<file path="src/rtl/mult_share_arbiter.sv">
`timescale 1ns/1ps
// mult_share_arbiter
// Round-robin scheduler that time-shares one approximate multiplier among
// N_REQ requesters. One operation at a time: grant, start the multiplier,
// wait for Done (or a watchdog abort), return the product to the winner.
//
// Ports:
//   clk, rst        single rising-edge clock, async active-high reset
//   req             per-requester request level
//   a_in, b_in      packed operands, requester i uses [i*N_INPUT +: N_INPUT]
//   ack             one-hot 1-cycle pulse, operands of that requester latched
//   res_valid       one-hot 1-cycle pulse, result belongs to that requester
//   result          last captured product (0 after a watchdog abort)
//   timeout_err     1-cycle pulse alongside res_valid when the watchdog fired
//   busy            high whenever the FSM is not idle
//   mul_start, mul_a, mul_b   drive multiplier Start/pin1/pin2
//   mul_done, mul_p           multiplier Done/pout
//   dbg_state       current FSM state (IDLE=0, START=1, WAIT=2, RESP=3)
//
// Handshake: a requester raises req[i] with stable operands and holds both
// until it sees ack[i]; ack[i] means the operands were taken and req[i] must
// then drop. A req[i] still high on the next IDLE cycle is a new request.
// The product is delivered later with a res_valid[i] pulse; there is no
// back-pressure on the result side.
module mult_share_arbiter #(
  parameter int N_REQ          = 4,
  parameter int N_INPUT        = 16,
  parameter int TIMEOUT_CYCLES = 64
) (
  input  logic                       clk,
  input  logic                       rst,
  input  logic [N_REQ-1:0]           req,
  input  logic [N_REQ*N_INPUT-1:0]   a_in,
  input  logic [N_REQ*N_INPUT-1:0]   b_in,
  output logic [N_REQ-1:0]           ack,
  output logic [N_REQ-1:0]           res_valid,
  output logic [N_INPUT-1:0]         result,
  output logic                       timeout_err,
  output logic                       busy,
  output logic                       mul_start,
  output logic [N_INPUT-1:0]         mul_a,
  output logic [N_INPUT-1:0]         mul_b,
  input  logic                       mul_done,
  input  logic [N_INPUT-1:0]         mul_p,
  output logic [1:0]                 dbg_state
);

  localparam int GW = (N_REQ > 1) ? $clog2(N_REQ) : 1;
  localparam int CW = (TIMEOUT_CYCLES > 1) ? $clog2(TIMEOUT_CYCLES) : 1;
  localparam logic [N_REQ-1:0] ONE_HOT0 = N_REQ'(1);
  localparam logic [CW-1:0]    CNT_LAST = CW'(TIMEOUT_CYCLES - 1);
  localparam logic [GW-1:0]    G_LAST   = GW'(N_REQ - 1);

  typedef enum logic [1:0] {
    S_IDLE  = 2'd0,
    S_START = 2'd1,
    S_WAIT  = 2'd2,
    S_RESP  = 2'd3
  } state_e;

  state_e               state_q, state_d;
  logic [GW-1:0]        rr_q, rr_d;
  logic [GW-1:0]        g_q, g_d;
  logic [N_INPUT-1:0]   a_q, a_d;
  logic [N_INPUT-1:0]   b_q, b_d;
  logic [N_INPUT-1:0]   result_q, result_d;
  logic [CW-1:0]        cnt_q, cnt_d;
  logic                 to_q, to_d;

  // Circular priority search starting at rr_q.
  logic                 win_found;
  logic [GW-1:0]        win_idx;

  always_comb begin
    win_found = 1'b0;
    win_idx   = '0;
    for (int k = 0; k < N_REQ; k++) begin
      int cand;
      cand = int'(rr_q) + k;
      if (cand >= N_REQ) cand = cand - N_REQ;
      if (!win_found && req[cand]) begin
        win_found = 1'b1;
        win_idx   = GW'(cand);
      end
    end
  end

  always_ff @(posedge clk or posedge rst) begin
    if (rst) begin
      state_q  <= S_IDLE;
      rr_q     <= '0;
      g_q      <= '0;
      a_q      <= '0;
      b_q      <= '0;
      result_q <= '0;
      cnt_q    <= '0;
      to_q     <= 1'b0;
    end else begin
      state_q  <= state_d;
      rr_q     <= rr_d;
      g_q      <= g_d;
      a_q      <= a_d;
      b_q      <= b_d;
      result_q <= result_d;
      cnt_q    <= cnt_d;
      to_q     <= to_d;
    end
  end

  always_comb begin
    state_d  = state_q;
    rr_d     = rr_q;
    g_d      = g_q;
    a_d      = a_q;
    b_d      = b_q;
    result_d = result_q;
    cnt_d    = cnt_q;
    to_d     = to_q;
    case (state_q)
      S_IDLE: begin
        if (win_found) begin
          g_d     = win_idx;
          a_d     = a_in[int'(win_idx)*N_INPUT +: N_INPUT];
          b_d     = b_in[int'(win_idx)*N_INPUT +: N_INPUT];
          state_d = S_START;
        end
      end
      S_START: begin
        cnt_d   = '0;
        state_d = S_WAIT;
      end
      S_WAIT: begin
        // Done takes priority if it lands on the last watchdog cycle.
        if (mul_done) begin
          result_d = mul_p;
          state_d  = S_RESP;
        end else if (cnt_q == CNT_LAST) begin
          result_d = '0;
          to_d     = 1'b1;
          state_d  = S_RESP;
        end else begin
          cnt_d = cnt_q + 1'b1;
        end
      end
      S_RESP: begin
        rr_d    = (g_q == G_LAST) ? '0 : g_q + 1'b1;
        to_d    = 1'b0;
        state_d = S_IDLE;
      end
      default: state_d = S_IDLE;
    endcase
  end

  // Every output is a register or a decode of state, never a path from inputs.
  assign ack         = (state_q == S_START) ? (ONE_HOT0 << g_q) : '0;
  assign res_valid   = (state_q == S_RESP)  ? (ONE_HOT0 << g_q) : '0;
  assign timeout_err = (state_q == S_RESP) && to_q;
  assign mul_start   = (state_q == S_START);
  assign busy        = (state_q != S_IDLE);
  assign mul_a       = a_q;
  assign mul_b       = b_q;
  assign result      = result_q;
  assign dbg_state   = state_q;

endmodule
</file>
<file path="config.mk">
export PLATFORM = sky130hd
export DESIGN_NAME = mult_share_arbiter
export DESIGN_NICKNAME = d
export VERILOG_FILES = /design/src/rtl/mult_share_arbiter.sv
export SDC_FILE = /design/constraint.sdc
export NUM_CORES = 1
export LEC_CHECK = 0
export CAP_MARGIN = 20
export CORE_AREA = 2 2 111 113
export DETAILED_ROUTE_END_ITERATION = 10
export DIE_AREA = 0 0 113 115
export HOLD_SLACK_MARGIN = 0.15
export PLACE_DENSITY = 0.71
export REMOVE_ABC_BUFFERS = 1
export SETUP_SLACK_MARGIN = 0.5
export SLEW_MARGIN = 20
export SYNTH_ARGS = -nofsm -noshare
export SYNTH_HDL_FRONTEND = slang
export SYNTH_SLANG_ARGS = --single-unit
</file>
<file path="constraint.sdc">
create_clock -name clk -period 2.9 [get_ports clk]
set_clock_uncertainty 0.1 [all_clocks]
set_input_delay 0.29 -clock clk [delete_from_list [all_inputs] [get_ports clk]]
set_output_delay 0.29 -clock clk [all_outputs]
set_load 0.03 [all_outputs]
</file>
==> reports/metrics.csv <==
stage;metric;value;unit
pwr;pwr dens;1010;mW/mm²
logic_synthesis;synthesized flop and latch total;61;
routing;routed vias/inst;5.02;
grt;vias in the first global route;3748;
logic_synthesis;Synth Cell Area;0.00369;mm²
place;Cell Area, Placed;0.00592;mm²
routing;DR top layer;met4;
clocking;TritonCTS Buffers;9;
sta;max-slew violations;0;
sta;Min Hold Slack;0.276;ns
layout;nets@finish;716;
clocking;hold_buf cts;0;
grt;initial antenna violation count;0;
die;row count;40;
clocking;TritonCTS clock tree;done;
critical_path;startpoint types;flop;
die;die area;0.0130;mm²
layout;Core Util, Final;53.0;%
sta;max_slew headroom;61.3;%
routing;number of iterations in the first detailed-routing pass;7;
run;MaxCap Viol Count;0;
clocking;clk buf depth;2;
sta;post-layout min period;2.29;ns
routing;DRC;11;
clocking;Clock Latency Late Sink;0.32;ns
critical_path;WP data required;2.51;ns
logic_synthesis;cell taking the most area after synthesis;dfrtp_1;
worst_hold_path;hold crit path type;primary input to asynchronous set/reset pin;
place;GP Congestion;0.780;
layout;share of cells above drive strength 1;11.4;%
logic_synthesis;top cell type's share of synthesized area;41.4;%
clocking;Reg clk slew, reported paths;0.06;ns
sta;final-report setup violation count;0;
sta;final hold vios;0;
grt;grt ovf;0;
place;Post-DP HPWL;8920;µm
critical_path;critical path arrival;1.90;ns
die;Core Area;0.0118;mm²
sta;highest clock rate;0.436;GHz
layout;area delta synth->final;69.7;%
routing;WL final;11600;µm
logic_synthesis;sequential area share after synthesis;41.4;%
routing;routed len/inst;16.3;µm
critical_path;Crit. End Element;output pin;
sta;worst-margin pin slew;0.576;ns
logic_synthesis;dominant cells by area after synthesis;dfrtp_1, a211oi_2, mux2i_1, a211oi_1, and3_1;
run_status;failing checks;DRC;
routing;met3 WL;1160;µm
clocking;H-tree levels;3;
pwr;Leakage;2.64;nW
pwr;Tot Pwr;6.30;mW
grt;first-pass GRT wire length;18300;µm
layout;Layout Cell Area excl Fill;0.00626;mm²
critical_path;R2R depth;5;
layout;Storage cell area;0.00153;mm²
logic_synthesis;syn avg cell area;10.5;µm²
routing;met1 WL;4380;µm
clocking;CTS Sinks;61;
layout;Fill cells;1098;
layout;multi-input logic area;0.00198;mm²
routing;metal2 WL;5920;µm
grt;largest net degree at the start of global routing;65;
die;initial core utilization;31.2;%
run_status;status;complete, but fails checks;
grt;GRT Total Usage;17.7;%
clocking;CTS root buf;clkbuf_16;
layout;Antenna Cells;0;
place;I/O Buffers;211;
sta;RSZ-0062 raised after global routing;false;
place;Placed Instances;690;
logic_synthesis;Mapped Cells;350;
critical_path;CP Class;flop to output pin;
routing;Antenna Nets Post-Route;0;
logic_synthesis;synth unique cells;40;
critical_path;crit-path max FO;5;
layout;post-route insts no fill;707;
sta;Tcrit/Tclk final;79.0;%
die;Die H;115;µm
die;Die W;113;µm
logic_synthesis;Ys Warns;0;
routing;initial DRC count;95;
die;I/O pins;212;
routing;vias post-DR;3549;
pwr;worst vdd ir;0.000436;V
## cell usage after synthesis (all sizes together)
master   count
a21o         1
o22a         1
a311o        2
o22ai        1
o311ai       1
a22o        16
nand3        5
and3        33
mux2i       33
mux2         2
nor2        36
nand4        4
a21oi        2
inv         10
o2bb2ai      1
clkbuf       9
a21boi       3
nor3         2
o21ai        5
o32a         1
nand2b       3
a31oi        1
and2        12
ha          10
or2          1
o21bai       1
nand2        5
o221ai       1
a211oi      64
nor2b        3
buf         19
nor4         1
dfrtp       61
## power breakdown
group | total (mW) | leakage (nW) | switching, mW | internal, mW
sequential | 1.48 | 0.720 | 0.235 | 1.25
clock | 1.16 | 0.163 | 0.362 | 0.796
combinational | 3.66 | 1.76 | 2.04 | 1.61
## critical path, cell delays in order, from the launching register on
cell	delay, ns
dfrtp_1	0.42
inv_1	0.13
ha_1	0.23
and2_1	0.15
clkdlybuf4s50_1	0.66
## path summary, 6_finish.rpt
path | from | to | slack, ns
worst min-delay path | rst | result[13] | 0.28
min in group clk | result[11] | result[11] | 0.41
worst min register to register | result[11] | result[11] | 0.41
worst max register to register | rr_q[1] | mul_a[15] | 0.72
max in group asynchronous | rst | mul_b[5] | 2.06
worst max-delay path | dbg_state[1] | ack[1] | 0.61
## final cells by class
type,count,share of cell area [%]
timing repair buffer,222,35.1
multi-input combinational,251,31.7
sequential,61,24.4
clock buffer,12,4.10
tap,147,2.94
clock inverter,4,1.12
inverter,10,0.600
## metrics by stage
step           setup slack [ns]  setup TNS (ns)
5_1_grt                   0.502               0
2_1_floorplan             -1.43          -45.23
4_1_cts                   0.567               0
3_3_place_gp              0.338               0
6_report                  0.608               0
3_5_place_dp              0.299               0
## registers in the layout, summed over array words and instances, names as in the netlist
name and count:
result 16, dbg_state 2, mul_b 16, to_q 1, cnt_q 6, rr_q 2
g_q 2, mul_a 16
## cell families (layout without fill, tap and decap cells)
kind of cell             after synthesis  after routing  synth area share (%)
AO/OA/AOI/OAI                        101            101                  24.9
buffers and inverters                 38            248                  5.29
adder cells (fa/ha/maj)               10             10                  3.39
multiplexers                          35             35                  9.57
AND/OR/NAND/NOR                      105            105                  15.4
flip-flops                            61             61                  41.4
## timing repair
item | CTS | global route
buffers inserted | 0 | 1
pin swaps | 0 | 0
resized for setup | 1 | 1
endpoints found under the setup margin | 2 | 21
## layout by cell type, fill, tap and decap left out, drive strengths merged, types with 2 or more instances in the layout
cell and instances:
a211oi 64, a21boi 3, a21oi 2, a22o 16
a311o 2, and2 12, and3 33, buf 11
bufinv 2, clkbuf 12, clkdlybuf4s50 210, clkinv 2
dfrtp 61, ha 10, inv 10, mux2 2
mux2i 33, nand2 5, nand2b 3, nand3 5
nand4 4, nor2 36, nor2b 3, nor3 2
o21ai 5
## metal layers
layer  vias to the layer above  track usage, %
li1                       1727               -
met1                      1666            19.9
met2                       147            32.1
met3                         9            5.96
met4                         0            4.63
met5                         -               0
(Power assumes the default switching activity.)
